**src/rtl/if_else_demod_rx_pkg.sv**
```systemverilog
// Shared constants and types for the if/else segment demodulator.
package if_else_demod_rx_pkg;

    localparam int SEG_W   = 32;  // received segment sample width
    localparam int PCNT_W  = 6;   // popcount of a 32-bit value fits 0..32
    localparam int DELTA_W = 7;   // signed difference of two popcounts, -32..+32

    typedef enum logic {
        ACCUM = 1'b0,  // no word waiting at the output
        HOLD  = 1'b1   // word_valid high, waiting for the consumer
    } state_t;

    typedef logic signed [DELTA_W-1:0] delta_t;

    // Positive when the sample is closer to the "1" reference than the "0" one.
    function automatic delta_t score_delta(input logic [PCNT_W-1:0] d_if,
                                           input logic [PCNT_W-1:0] d_else);
        return delta_t'($signed({1'b0, d_else}) - $signed({1'b0, d_if}));
    endfunction

endpackage

```
**src/rtl/if_else_demod_rx_if.sv**
```systemverilog
// Output word handshake between the demodulator and its bit-level consumer.
// valid/ready: a word transfers on a clock edge where word_valid and
// word_ready are both high; output_bits is stable while word_valid is high,
// and word_valid never depends combinationally on word_ready.
interface if_else_demod_rx_if #(
    parameter int WORD_W = 32
);
    logic [WORD_W-1:0] output_bits;
    logic              word_valid;
    logic              word_ready;

    modport master (output output_bits, output word_valid, input word_ready);
    modport slave  (input output_bits, input word_valid, output word_ready);
endinterface

```
**src/rtl/if_else_popcount32.sv**
```systemverilog
// Combinational population count of one 32-bit segment.
module if_else_popcount32
    import if_else_demod_rx_pkg::*;
(
    input  logic [SEG_W-1:0]  value,
    output logic [PCNT_W-1:0] count
);

    // Sum the set bits of the input word.
    always_comb begin
        count = '0;
        for (int i = 0; i < SEG_W; i++) begin
            count = count + PCNT_W'(value[i]);
        end
    end

endmodule

```
**src/rtl/if_else_demod_rx.sv**
```systemverilog
// Receive side of the if/else modulation segment: scores each sample against
// both references, decides one bit per symbol and packs bits into words.
module if_else_demod_rx
    import if_else_demod_rx_pkg::*;
#(
    parameter int SAMPLES_PER_BIT = 4,
    parameter int WORD_W          = 32,
    parameter int SCORE_W         = 16
) (
    input  logic               clk,
    input  logic               reset,
    input  logic [SEG_W-1:0]   segment_in,
    input  logic               sample_valid,
    input  logic               frame_start,
    input  logic [SEG_W-1:0]   array_ref_wire_1,
    input  logic [SEG_W-1:0]   array_ref_m_wire_1,
    if_else_demod_rx_if.master out_if,
    output logic               overflow,
    output state_t             state_dbg
);

    localparam int SC_W = (SAMPLES_PER_BIT > 1) ? $clog2(SAMPLES_PER_BIT) : 1;
    localparam int BC_W = (WORD_W > 1) ? $clog2(WORD_W) : 1;
    localparam logic [SC_W-1:0] LAST_SAMPLE = SC_W'(SAMPLES_PER_BIT - 1);
    localparam logic [BC_W-1:0] LAST_BIT    = BC_W'(WORD_W - 1);

    logic [PCNT_W-1:0]         d_if;
    logic [PCNT_W-1:0]         d_else;
    delta_t                    delta;

    logic signed [SCORE_W-1:0] score;
    logic [SC_W-1:0]           sample_cnt;
    logic [BC_W-1:0]           bit_cnt;
    logic [WORD_W-1:0]         shift_reg;

    logic                      restart;
    logic signed [SCORE_W-1:0] score_base;
    logic signed [SCORE_W-1:0] score_sum;
    logic [SC_W-1:0]           sc_base;
    logic [BC_W-1:0]           bc_base;
    logic [WORD_W-1:0]         word_full;
    logic                      symbol_end;
    logic                      word_done;
    logic                      bit_dec;

    state_t                    state;
    logic [WORD_W-1:0]         out_bits_r;
    logic                      word_valid_r;
    logic                      overflow_r;

    if_else_popcount32 u_pc_if   (.value(segment_in ^ array_ref_wire_1),   .count(d_if));
    if_else_popcount32 u_pc_else (.value(segment_in ^ array_ref_m_wire_1), .count(d_else));

    assign delta = score_delta(d_if, d_else);

    // Working view of this sample: a frame start discards the partial word
    // so the sample lands as sample 0 of bit 0.
    always_comb begin
        restart    = sample_valid & frame_start;
        score_base = restart ? '0 : score;
        sc_base    = restart ? '0 : sample_cnt;
        bc_base    = restart ? '0 : bit_cnt;
        score_sum  = score_base + {{(SCORE_W-DELTA_W){delta[DELTA_W-1]}}, delta};
        symbol_end = sample_valid && (sc_base == LAST_SAMPLE);
        word_done  = symbol_end && (bc_base == LAST_BIT);
        // Tie decides 1, as a true condition selects the if section.
        bit_dec    = ~score_sum[SCORE_W-1];
        word_full  = restart ? '0 : shift_reg;
        word_full[bc_base] = bit_dec;
    end

    // Sample path: accumulate, decide, shift; never stalled by the output.
    always_ff @(posedge clk) begin
        if (reset) begin
            score      <= '0;
            sample_cnt <= '0;
            bit_cnt    <= '0;
            shift_reg  <= '0;
        end else if (sample_valid) begin
            if (symbol_end) begin
                score      <= '0;
                sample_cnt <= '0;
                shift_reg  <= word_done ? '0 : word_full;
                bit_cnt    <= word_done ? '0 : bc_base + BC_W'(1);
            end else begin
                score      <= score_sum;
                sample_cnt <= sc_base + SC_W'(1);
                shift_reg  <= word_full;
                bit_cnt    <= bc_base;
            end
        end
    end

    // Output buffer FSM with registered word_valid/output_bits/overflow.
    always_ff @(posedge clk) begin
        if (reset) begin
            state        <= ACCUM;
            out_bits_r   <= '0;
            word_valid_r <= 1'b0;
            overflow_r   <= 1'b0;
        end else begin
            case (state)
                ACCUM: begin
                    if (word_done) begin
                        out_bits_r   <= word_full;
                        word_valid_r <= 1'b1;
                        state        <= HOLD;
                    end
                end
                HOLD: begin
                    if (out_if.word_ready) begin
                        if (word_done) begin
                            out_bits_r <= word_full;
                        end else begin
                            word_valid_r <= 1'b0;
                            state        <= ACCUM;
                        end
                    end else if (word_done) begin
                        // Held word wins; the new one is dropped.
                        overflow_r <= 1'b1;
                    end
                end
                default: begin
                    state        <= ACCUM;
                    word_valid_r <= 1'b0;
                end
            endcase
        end
    end

    assign out_if.output_bits = out_bits_r;
    assign out_if.word_valid  = word_valid_r;
    assign overflow           = overflow_r;
    assign state_dbg          = state;

endmodule

```
**src/flat_wrapper.sv**
```systemverilog
// flat-port wrapper written by rule: the top's interface ports become plain ports
module if_else_demod_rx_flat import if_else_demod_rx_pkg::*;
#(
    parameter int SAMPLES_PER_BIT = 4,
    parameter int WORD_W          = 32,
    parameter int SCORE_W         = 16
)
  (clk, reset, segment_in, sample_valid, frame_start, array_ref_wire_1, array_ref_m_wire_1, overflow, state_dbg, out_if_output_bits, out_if_word_valid, out_if_word_ready);
  if_else_demod_rx_if #(.WORD_W(WORD_W)) out_if_i ();
  input  logic clk;
  input  logic reset;
  input  logic [SEG_W-1:0] segment_in;
  input  logic sample_valid;
  input  logic frame_start;
  input  logic [SEG_W-1:0] array_ref_wire_1;
  input  logic [SEG_W-1:0] array_ref_m_wire_1;
  output logic overflow;
  output state_t state_dbg;
  output wire logic [$bits(out_if_i.output_bits)-1:0] out_if_output_bits;
  output wire logic [$bits(out_if_i.word_valid)-1:0] out_if_word_valid;
  input wire logic [$bits(out_if_i.word_ready)-1:0] out_if_word_ready;
  assign out_if_output_bits = out_if_i.output_bits;
  assign out_if_word_valid = out_if_i.word_valid;
  assign out_if_i.word_ready = out_if_word_ready;
  if_else_demod_rx #(.SAMPLES_PER_BIT(SAMPLES_PER_BIT), .WORD_W(WORD_W), .SCORE_W(SCORE_W)) u_core (.clk(clk), .reset(reset), .segment_in(segment_in), .sample_valid(sample_valid), .frame_start(frame_start), .array_ref_wire_1(array_ref_wire_1), .array_ref_m_wire_1(array_ref_m_wire_1), .out_if(out_if_i), .overflow(overflow), .state_dbg(state_dbg));
endmodule
```
**config.mk**
```make
export PLATFORM = sky130hd
export DESIGN_NAME = if_else_demod_rx_flat
export DESIGN_NICKNAME = d
export VERILOG_FILES = /design/src/rtl/if_else_demod_rx_pkg.sv /design/src/rtl/if_else_demod_rx_if.sv /design/src/rtl/if_else_popcount32.sv /design/src/rtl/if_else_demod_rx.sv /design/src/flat_wrapper.sv
export SDC_FILE = /design/constraint.sdc
export NUM_CORES = 1
export LEC_CHECK = 0
export ABC_CLOCK_PERIOD_IN_PS = 13200
export BUFFER_PORTS_ARGS = -buffer_cell sky130_fd_sc_hd__buf_2
export CORE_MARGIN = 10
export CORE_UTILIZATION = 37
export CTS_BUF_LIST = sky130_fd_sc_hd__clkbuf_16
export DETAILED_ROUTE_END_ITERATION = 8
export PLACE_DENSITY_LB_ADDON = 0.12
export SYNTH_ARGS = -nofsm -noshare
export SYNTH_HDL_FRONTEND = slang
export SYNTH_HIERARCHICAL = 1
export SYNTH_SLANG_ARGS = --single-unit
```
**constraint.sdc**
```tcl
create_clock -name clk -period 13.2 [get_ports clk]
set_clock_uncertainty 0.1 [all_clocks]
set_input_delay 1.98 -clock clk [delete_from_list [all_inputs] [get_ports clk]]
set_output_delay 1.98 -clock clk [all_outputs]
set_load 0.05 [all_outputs]
```
* Word level (Yosys, flattened, before mapping)
Cells that the tools add are included.
** Cells by class
- Add/subtract/negate cells :: 66
- Reduce and logical (&&, ||, !) cells :: 5
- Mux-type cells :: 23
- Equal/unequal tests :: 5
- Bitwise logic cells :: 6
- Magnitude comparators :: 2
** Operator list (number)
- $add 6x1->6 :: 52
- $mux 32 :: 5
- $pmux 32 s2 :: 1
- $xor 32x32->32 :: 2
- $bwmux 32 :: 1
- $mux 16 :: 2
- $add 16x16->16 :: 1
- $mux 5 :: 3
- $add 5x1->6 :: 2
- $add 4x1->5 :: 2
- $add 3x1->4 :: 2
- $sub 6x6->7 :: 1
- $add 2x1->3 :: 2
- $lt 5x6->1 const B :: 1
- $mux 1 :: 6
- $reduce_and 3->1 :: 2
- $add 5x1->5 const B :: 1
- $demux 1 s5 :: 1
- $eq 5x5->1 const B :: 1
- $ge 5x1->1 const B :: 1
- $add 1x1->2 :: 2
- $mux 2 :: 2
- $ne 2x2->1 const B :: 2
- $pmux 1 s2 :: 2
- 6 further kinds :: 10
** Storage, ports and cells
- Output and inout bits :: 35
- Bits in registers :: 90

* Depth between registers and ports, before layout
Gate-level depths: netlist (run 1).
- Depth in word-level cells :: 39
- Depth in mapped cells :: 34

* Hierarchy
Netlist (run 1), hierarchy kept.
** Modules (own cells, without submodules)
- if_else_demod_rx :: sequential area each 1801.7 um^2, cells each 713, area each 5992.0 um^2, times used 1
- if_else_popcount32 :: sequential area each 0.0 um^2, cells each 88, area each 875.8 um^2, times used 2

* Worst setup path after synthesis (run 1)
OpenSTA, ideal clock, no wires.
- Path kind :: input to register
- Start point :: input port segment_in[0]
- End point :: register u_core.out_bits_r[11], in the netlist u_core/out_if.output_bits[11]
- Cell stages on the path :: 33
- Slack :: 3.222 ns
- Data required time :: 12.964 ns
- Path buffers :: 3
- Setup time :: 0.136 ns
- Arrival :: 9.743 ns
- Cell sequence :: xor2_1 -> fa_1 -> ha_1 -> inv_1 -> fa_1 -> fa_1 -> fa_1 -> fa_1 -> fa_1 -> inv_1 -> fa_1 -> inv_1 -> fa_1 -> nand2b_1 -> a21oi_1 -> xor2_1 -> inv_1 -> ha_1 -> o21ai_1 -> o21a_1 -> nor2_2 -> buf_2 -> clkinv_1 -> ha_1 -> buf_6 -> and4_4 -> a221o_1 -> nor3_4 -> a21oi_1 -> or3_4 -> a31oi_4 -> buf_6 -> o31ai_2
** Between the ends
- Word-level cells in the longest chain between the ends :: 39
- Elaborated cells on any way between the ends :: 71
- Those cells by class :: 64 x add/sub; 4 x mux; 3 x bitwise
** Ends and longest elaborated chain
- from (decl) :: line flat_wrapper.sv:12 : input logic [SEG_W-1:0] segment_in;
- $xor 32x32->32 * :: line if_else_demod_rx.sv:51 : if_else_popcount32 u_pc_if (.value(segment_in ^ array_ref_wire_1), .count(d_if));
- $add 1x1->2 * :: line if_else_popcount32.sv:13 : count = count + PCNT_W'(value[i]);
- $add 2x1->3 * :: line if_else_popcount32.sv:13
- $add 3x1->4 * :: line if_else_popcount32.sv:13
- $add 4x1->5 * :: line if_else_popcount32.sv:13
- $add 5x1->6 * :: line if_else_popcount32.sv:13
- $add 6x1->6 * (26 in series) :: line if_else_popcount32.sv:13
- named net u_core.d_if[4] :: line if_else_demod_rx.sv:27 : logic [PCNT_W-1:0] d_if;
- $sub 6x6->7 * :: line if_else_demod_rx_pkg.sv:18 : return delta_t'($signed({1'b0, d_else}) - $signed({1'b0, d_if}));
- $add 16x16->16 * :: line if_else_demod_rx.sv:63 : score_sum = score_base + {{(SCORE_W-DELTA_W){delta[DELTA_W-1]}}, delta};
- $not 1->1 * :: line if_else_demod_rx.sv:67 : bit_dec = ~score_sum[SCORE_W-1];
- $bwmux 32 * :: line if_else_demod_rx.sv:69 : word_full[bc_base] = bit_dec;
- $mux 32 * :: line if_else_demod_rx.sv:104, if_else_demod_rx.sv:112
- $mux 32 :: line if_else_demod_rx.sv:111 : if (out_if.word_ready) begin
- $pmux 32 s2 * :: line if_else_demod_rx.sv:102 : case (state)
- to (signal assigned) :: line if_else_demod_rx.sv:105 : out_bits_r <= word_full;
- to (signal assigned) :: line if_else_demod_rx.sv:113 : out_bits_r <= word_full;
- to (decl) :: line if_else_demod_rx.sv:47 : logic [WORD_W-1:0] out_bits_r;
The timed path passes the listed nets; every way through them passes the cells marked *. The select of a mux whose other input is x is not followed.
A chain may end at the register's enable or synchronous reset.

* Final worst setup path (run 1)
- Start point :: input port segment_in[0]
- End point :: register u_core.out_bits_r[24], in the netlist u_core/out_if.output_bits[24]
Same word-level chain as after synthesis.

==> results.tsv, run 1 <==
stage	metric	value	unit
run_status	outcome	finished, final reports clean	
synthesis	Post-synth EDFFs	0	
routing	Via Count	6672	
timing	final-report max-slew violation count	0	
place	HPWL after DPL	15600	um
critical_path	Critical Path Sink Type	register	
critical_path	CP peak stage delay	0.84	ns
clock_network	post-cts resize count	0	
timing	Final Cycle Share	0.845	
routing	total wire length	21200	um
timing	setup TNS	0	ns
final_layout	Area growth, synth to finish	14.6	%
clock_network	H-tree depth	3	
floorplanning	num rows	52	
synthesis	post-synth net total	1090	
critical_path	kind of critical path	in -> reg	
critical_path	CP arrival	11.25	ns
global_route	initial antenna violation count	0	
synthesis	Synth Flop Type	dfxtp_1	
timing	final hold viol count	0	
clock_network	clock sinks	90	
critical_path	Worst EP required	13.30	ns
clock_network	Worst-Skew Late Latency	0.35	ns
synthesis	post-synthesis sequential area ratio	0.233	
hold_path	min-delay src	u_core/score[8]	
synthesis	Synth Area per Inst	8.71	sq um
place	Routability Congestion	0.808	
critical_path	Worst path most repeated cell	fa_1	
timing	Max Clk Rate	0.0897	GHz
clock_network	clock slew seen by the registers of the worst setup and hold paths	0.06	ns
routing	final antenna-violating net count	0	
floorplanning	die area	0.0271	sq mm
floorplanning	Core Box Area	0.0204	sq mm
hold_path	HP Class	reg -> reg	
global_route	first-pass GRT wire length	35300	um
synthesis	Yosys Warn Count	6	
critical_path	critical path peak fanout	25	
clock_network	Max Root-Sink Buffers	2	
critical_path	CP startpoint kind	input pin	
place	port bufs	135	
critical_path	worst reg2reg startpoint	u_core/bit_cnt[0]	
global_route	number of global-route vias before repair	6939	
global_route	grt peak-use layer	met2	
global_route	met1 usage	0.199	
routing	residual DRC count	0	
routing	per-cell routed wire length	16.7	um
final_layout	Nets	1195	
critical_path	Worst Setup SP	segment_in[0]	
clock_network	CTS Buf Count	9	
synthesis	Yosys cell types	70	
global_route	GR Util met3	0.0264	
routing	Initial DRC Count	335	
clock_network	number of post-CTS setup repair buffers	0	
final_layout	fraction of layout cells with a size suffix above 1	0.197	
synthesis	synthesized area	0.00774	sq mm
synthesis	#FFs+latches synth	90	
global_route	overall global routing resource usage	0.159	
floorplanning	height of the die	165	um
synthesis	Synth Instances	889	
global_route	grt ovf	0	
global_route	largest net degree at the start of global routing	60	
job	max_cap viols	0	
timing	Slew @ Worst Pin	1.07	ns
routing	drt first pass iters	5	
clock_network	hold-fix buffers at CTS	0	
timing	fin crit period	11.15	ns
floorplanning	die span in x	165	um
timing	count of final setup violators	0	
floorplanning	Initial Util	0.379	
timing	Slew HR	0.284	
clock_network	clock root cell	clkbuf_16	
synthesis	FFs w/ async S/R, synth	0	
global_route	GR Util met2	0.280	
critical_path	slowest CP cell	a31oi_4	
clock_network	TritonCTS clock tree	yes	
floorplanning	# IOs	136	
timing	RSZ-0062 raised after global routing	false	
final_layout	n_diodes	0	
routing	vias per cell	5.26	
per-stage QoR:
step	instances	setup slack, ns	cell area [sq um]	utilization	hold slack, ns
global route	1268	1.53	8870	0.434	0.374
floorplan	889	3.22	7740	-	0.317
detailed placement	1253	1.67	8580	0.420	0.337
finish	1268	2.05	8870	0.434	0.348
global placement	1253	1.82	8580	0.420	0.335
CTS	1268	2.02	8870	0.434	0.352
per-layer routing:
layer	part of all wire	vias up
met4	0.0087	0
met1	0.45	3207
li1	-	3308
met5	0	-
met3	0.041	18
met2	0.50	139
cell families (layout without fill, tap and decap cells):
| family | Yosys count | count (layout) | synth area share |
|---|---|---|---|
| fa+ha+maj | 100 | 100 | 0.212 |
| flops | 90 | 90 | 0.233 |
| xor+xnor | 83 | 83 | 0.0939 |
| compound gates | 260 | 260 | 0.246 |
| buf+inv | 151 | 260 | 0.0808 |
| simple gates | 202 | 202 | 0.131 |
| mux | 3 | 3 | 0.00404 |
cell type report:
type	count	area (sq um)
clock inverters	6	72.6
repair buffers	139	706
multi-input cells	648	5330
flip-flops and latches	90	1800
clock buffers	9	225
fillers	2109	11600
inverters	106	398
well taps	270	338
final timing paths:
kind,slack [ns],end,cells past startpoint
max reg2reg,9.36,u_core/shift_reg[29],11
max,2.05,u_core/out_if.output_bits[24],32
min,0.35,u_core/score[8],2
min reg2reg,0.35,u_core/score[8],2
placed cells by master (no fill, tap or decap), types with 20 or more instances in the layout:
master / Yosys / layout
buf_2: 5 / 135
inv_1: 104 / 104
dfxtp_1: 90 / 90
xor2_1: 70 / 70
nand2_1: 64 / 64
a21oi_1: 55 / 54
fa_1: 52 / 52
ha_1: 48 / 48
nor2_1: 43 / 43
o21ai_0: 34 / 34
a32oi_1: 32 / 32
o21ai_1: 26 / 26
nor2b_1: 26 / 26
o31ai_2: 20 / 20
critical path: cells and delay by family:
family,cells,cell delay (ns)
and+or+nand+nor,5,1.37
xor gates and xnor gates,2,0.32
buffers and inverters,7,1.13
adders and majority gates,11,4.56
AOI/OAI and AO/OA,7,1.89
Yosys cell counts (all sizes together) (13+ instances only):
cell type / count / area share
buf: 16 / 0.015
o31ai: 35 / 0.047
nand2: 64 / 0.031
a32oi: 32 / 0.036
nor2b: 26 / 0.021
xnor2: 13 / 0.015
fa: 52 / 0.13
xor2: 70 / 0.079
ha: 48 / 0.078
o21ai: 63 / 0.042
nor2: 44 / 0.022
and2: 17 / 0.014
inv: 104 / 0.050
a21oi: 55 / 0.036
clkbuf: 29 / 0.014
nor3: 15 / 0.011
dfxtp: 90 / 0.23
Power of run 1 is left out: the tool's default activity adds up to more than one toggle a clock period on the data nets, which glitch-free logic cannot reach.
==> inputs of run 2 (changes only) <==
ABC_CLOCK_PERIOD_IN_PS = 10400   (was 13200)
clock period = 10.4 ns   (was 13.2 ns; I/O delays follow)
==> run 2 against run 1 <==
Against the previous run:
- core utilization is 0.47 points higher
- routed wire length is 1.3% lower
- die area stayed put
- via count is 1.9% lower
- register-to-register slack worse by 2.8 ns
- global-route usage is 0.27 points lower
- critical endpoint is now u_core/out_if.output_bits[2]
- highest routed layer unchanged
==> results.tsv, run 2 (same netlist as run 1, synthesis figures left out) <==
stage	metric	value	unit	change
global_route	overall global routing resource usage	0.156		-0.00272
clock_network	clock slew seen by the registers of the worst setup and hold paths	0.07	ns	about the same
clock_network	clock root cell	clkbuf_16		
timing	fin crit period	9.50	ns	
routing	final antenna-violating net count	0		unchanged
routing	Via Count	6548		-1.9%
timing	Max Clk Rate	0.105	GHz	
final_layout	area of the multi-input gates	0.00533	sq mm	unchanged
global_route	number of global-route vias before repair	6766		-2.5%
critical_path	CP arrival	9.60	ns	-1.65 ns
timing	Slew HR	0.327		+0.0431
place	HPWL after DPL	15800	um	+1.0%
clock_network	H-tree depth	3		unchanged
routing	drt first pass iters	5		unchanged
critical_path	Worst path most repeated cell	fa_1		
routing	residual DRC count	0		unchanged
final_layout	fraction of layout cells with a size suffix above 1	0.202		+0.00480
hold_path	Worst Hold Path Cells	2		unchanged
clock_network	number of post-CTS setup repair buffers	0		unchanged
timing	final-report max-slew violation count	0		unchanged
clock_network	TritonCTS clock tree	yes		
routing	per-cell routed wire length	16.4	um	-1.8%
place	Routability Congestion	0.809		about the same
critical_path	kind of critical path	in -> reg		
global_route	largest net degree at the start of global routing	60		unchanged
global_route	initial antenna violation count	0		unchanged
global_route	grt ovf	0		unchanged
hold_path	WHS Endpoint	u_core/score[13]		
critical_path	CP peak stage delay	0.55	ns	-0.29 ns
critical_path	Critical Path Sink Type	register		
critical_path	worst reg2reg startpoint	u_core/bit_cnt[0]		
routing	total wire length	20900	um	-1.3%
timing	RSZ-0062 raised after global routing	false		
final_layout	Area growth, synth to finish	15.8	%	
final_layout	most common cell after layout, fill and taps aside	buf_2		
floorplanning	# IOs	136		unchanged
critical_path	Worst Setup SP	segment_in[0]		
place	port bufs	135		unchanged
timing	Slew @ Worst Pin	1.01	ns	-0.0645 ns
clock_network	clock sinks	90		unchanged
routing	vias per cell	5.14		-2.3%
final_layout	Sequential cell area	0.00180	sq mm	unchanged
timing	setup TNS	0	ns	unchanged
floorplanning	die span in x	165	um	unchanged
clock_network	Worst-Skew Late Latency	0.35	ns	about the same
clock_network	hold-fix buffers at CTS	0		unchanged
timing	Final Cycle Share	0.914		
clock_network	Max Root-Sink Buffers	2		unchanged
final_layout	Final Core Density	0.439		+0.00465
final_layout	fillcell total	2118		+0.43%
critical_path	slowest CP cell	fa_1		
run_status	outcome	finished, final reports clean		
hold_path	min-delay src	u_core/score[13]		
job	max_cap viols	0		unchanged
floorplanning	height of the die	165	um	unchanged
clock_network	CTS Buf Count	9		unchanged
routing	Initial DRC Count	284		-15%
final_layout	n_diodes	0		unchanged
global_route	first-pass GRT wire length	34500	um	-2.2%
floorplanning	Initial Util	0.379		unchanged
critical_path	worst reg2reg setup slack	6.56	ns	-2.80 ns
floorplanning	Core Box Area	0.0204	sq mm	unchanged
critical_path	R2R cell count	11		unchanged
floorplanning	die area	0.0271	sq mm	unchanged
clock_network	post-cts resize count	0		unchanged
final_layout	Nets	1201		+0.50%
floorplanning	num rows	52		unchanged
final_layout	most frequent cells in the layout	135 x buf_2, 104 x inv_1, 90 x dfxtp_1, 70 x xor2_1, 64 x nand2_1		
critical_path	r2r endpoint	u_core/out_if.output_bits[13]		
timing	final hold viol count	0		unchanged
hold_path	HP Class	reg -> reg		
critical_path	critical path peak fanout	33		+32%
timing	count of final setup violators	0		unchanged
critical_path	Worst EP required	10.50	ns	-2.80 ns
critical_path	CP startpoint kind	input pin		
run 2: routing by layer:
layer	vias up	track usage	wire, um	share of wire
li1	3313	-	-	-
met4	0	0.0298	184	0.0088
met2	113	0.273	10400	0.50
met3	14	0.0254	801	0.038
met1	3108	0.198	9520	0.46
met5	-	0	0	0
run 2: metrics by stage:
stage | worst slack (ns) | instances | instance area (sq um) | hold slack [ns]
floorplan | 0.842 | 889 | 7740 | 0.317
global placement | 0.566 | 1259 | 8650 | 0.329
detailed placement | 0.510 | 1259 | 8650 | 0.334
CTS | 0.888 | 1274 | 8970 | 0.350
global route | 0.459 | 1274 | 8970 | 0.375
finish | 0.898 | 1274 | 8970 | 0.349
run 2: area by class of cell:
cell class,instances,area share
clock buffer,9,0.0251
sequential,90,0.201
inverter,106,0.0444
timing repair buffer,145,0.0865
multi-input combinational,648,0.595
clock inverter,6,0.0109
tap,270,0.0377
run 2: how the worst max path moves through the flow:
stage	end	slack, ns	cells after the start
4_1_cts	u_core/out_if.output_bits[2]	0.89	31
5_1_grt	u_core/out_if.output_bits[0]	0.46	33
3_5_place_dp	u_core/out_if.output_bits[2]	0.51	31
3_3_place_gp	u_core/out_if.output_bits[8]	0.57	31
2_1_floorplan	u_core/out_if.output_bits[11]	0.84	33
6_report	u_core/out_if.output_bits[2]	0.90	31
run 2: worst max-delay path, delay by kind of cell:
family                     cells  cell delay, ns
adders and majority gates     11            4.76
AOI/OAI and AO/OA              6            1.32
buffers and inverters          9            0.91
xor gates and xnor gates       1            0.17
and+or+nand+nor                4            0.87
Power of run 2 is left out for the same reason.
==> inputs of run 3 (changes only) <==
PLACE_DENSITY_LB_ADDON = default   (was 0.12)
==> run 3 against run 2 <==
Against the previous run:
- cell count rose by 0.86%
- worst hold slack worse by 0.0016 ns
- highest routed layer unchanged
- non-clock buffer count up 9
- worst setup slack got worse by 0.24 ns
- count of clock-buffer cells in the layout is the same
- global-route usage down 0.85 points
==> results.tsv, run 3 (same netlist as run 1, synthesis figures left out) <==
stage	metric	value	unit	change
timing	Slew @ Worst Pin	1.11	ns	+0.107 ns
timing	final-report max-slew violation count	0		unchanged
floorplanning	num rows	52		unchanged
routing	residual DRC count	0		unchanged
final_layout	Area growth, synth to finish	16.9	%	
critical_path	slowest CP cell	fa_1		
critical_path	R2R cell count	11		unchanged
final_layout	Non-Filler Instances	1285		+0.86%
floorplanning	Core Box Area	0.0204	sq mm	unchanged
timing	Slew HR	0.253		-0.0739
global_route	initial antenna violation count	0		unchanged
timing	Max Clk Rate	0.103	GHz	-2.5%
routing	total wire length	20100	um	-3.9%
final_layout	n_diodes	0		unchanged
critical_path	Critical Path Sink Type	register		
place	Routability Congestion	0.835		+3.2%
floorplanning	Initial Util	0.379		unchanged
critical_path	CP peak stage delay	0.56	ns	about the same
global_route	largest net degree at the start of global routing	60		unchanged
critical_path	r2r endpoint	u_core/out_if.output_bits[24]		
routing	drt first pass iters	4		-1
job	max_cap viols	0		unchanged
critical_path	kind of critical path	in -> reg		
timing	final hold viol count	0		unchanged
global_route	grt ovf	0		unchanged
final_layout	Nets	1211		+0.83%
routing	per-cell routed wire length	15.6	um	-4.7%
timing	Final Cycle Share	0.937		+0.0230
routing	wire length on met2	9510	um	-8.5%
clock_network	TritonCTS clock tree	yes		
critical_path	CP arrival	9.84	ns	+0.24 ns
routing	metal3 WL	999	um	+25%
critical_path	CP startpoint kind	input pin		
place	# placed instances	1265		+0.48%
critical_path	Worst EP required	10.49	ns	about the same
clock_network	H-tree depth	3		unchanged
routing	final antenna-violating net count	0		unchanged
routing	Via Count	6650		+1.6%
hold_path	HP Class	reg -> reg		
critical_path	Worst path most repeated cell	fa_1		
clock_network	clock root cell	clkbuf_16		
hold_path	min-delay src	u_core/score[8]		
hold_path	Worst Hold Path Cells	2		unchanged
hold_path	WHS Endpoint	u_core/score[8]		
final_layout	most common cell after layout, fill and taps aside	buf_2		
routing	vias per cell	5.18		+0.69%
global_route	first-pass GRT wire length	33500	um	-3.0%
clock_network	hold-fix buffers at CTS	0		unchanged
place	port bufs	135		unchanged
floorplanning	# IOs	136		unchanged
critical_path	worst reg2reg setup slack	6.51	ns	-0.05 ns
clock_network	CTS Buf Count	9		unchanged
critical_path	critical path peak fanout	17		-48%
run_status	outcome	finished, final reports clean		
floorplanning	die span in x	165	um	unchanged
critical_path	buffer and inverter count on the worst path	9		unchanged
critical_path	Crit path max-delay family	adder cells		
clock_network	clock sinks	90		unchanged
routing	wl on met1	9420	um	-0.96%
clock_network	Worst-Skew Late Latency	0.35	ns	about the same
timing	setup TNS	0	ns	unchanged
floorplanning	height of the die	165	um	unchanged
timing	fin crit period	9.74	ns	+0.239 ns
clock_network	clock slew seen by the registers of the worst setup and hold paths	0.06	ns	about the same
timing	count of final setup violators	0		unchanged
clock_network	Max Root-Sink Buffers	2		unchanged
final_layout	fraction of layout cells with a size suffix above 1	0.213		+0.0106
place	HPWL after DPL	14700	um	-6.8%
floorplanning	die area	0.0271	sq mm	unchanged
critical_path	worst reg2reg startpoint	u_core/bit_cnt[0]		
final_layout	most frequent cells in the layout	135 x buf_2, 104 x inv_1, 90 x dfxtp_1, 70 x xor2_1, 64 x nand2_1		
routing	uppermost layer routed	met4		
timing	RSZ-0062 raised after global routing	false		
routing	Initial DRC Count	451		+59%
global_route	number of global-route vias before repair	6783		+0.25%
global_route	overall global routing resource usage	0.147		-0.00847
run 3: changes by cell type in the layout (fill, tap and decap cells not counted), sizes merged:
| cell | delta |
|---|---|
| inv | +1 |
| buf | +9 |
| a22oi | +1 |
run 3: worst max-delay path by stage:
stage	start	endpoint	slack [ns]	cells past startpoint
detailed placement	segment_in[0]	u_core/shift_reg[28]	-0.02	32
CTS	segment_in[0]	u_core/shift_reg[28]	0.33	32
global placement	segment_in[0]	u_core/shift_reg[28]	0.13	32
global route	segment_in[3]	u_core/out_if.output_bits[31]	0.15	35
floorplan	segment_in[0]	u_core/out_if.output_bits[11]	0.84	33
finish	segment_in[0]	u_core/out_if.output_bits[4]	0.66	34
run 3: metrics by stage:
step	instance area [sq um]	utilization	hold slack, ns	setup WS [ns]
after global placement	8680	0.425	0.329	0.130
after floorplan	7740	-	0.317	0.842
after detailed placement	8680	0.425	0.333	-0.0240
final	9050	0.443	0.347	0.659
after CTS	9000	0.441	0.349	0.330
after global routing	9050	0.443	0.382	0.147
run 3: worst min-delay path: stages, from the launching register on:
cell     delay (ns)
dfxtp_1        0.32
nand2_1        0.05
o31ai_1        0.05
run 3: area by class of cell:
| type | instances | area (sq um) |
|---|---|---|
| well taps | 270 | 338 |
| clock inverters | 7 | 98.8 |
| multi-input cells | 649 | 5350 |
| fillers | 2076 | 11400 |
| clock buffers | 9 | 225 |
| flip-flops and latches | 90 | 1800 |
| repair buffers | 154 | 843 |
| inverters | 106 | 398 |
run 3: per-layer routing:
layer,GRT usage,vias up
met2,0.240,147
met1,0.202,3150
met5,0,-
li1,-,3342
met4,0.0286,0
met3,0.0246,11
run 3: what timing repair did:
item | in CTS | in global routing
endpoints found under the setup margin | 0 | 41
resized for setup | 0 | 2
buffers inserted | 0 | 3
Power of run 3 is left out for the same reason.
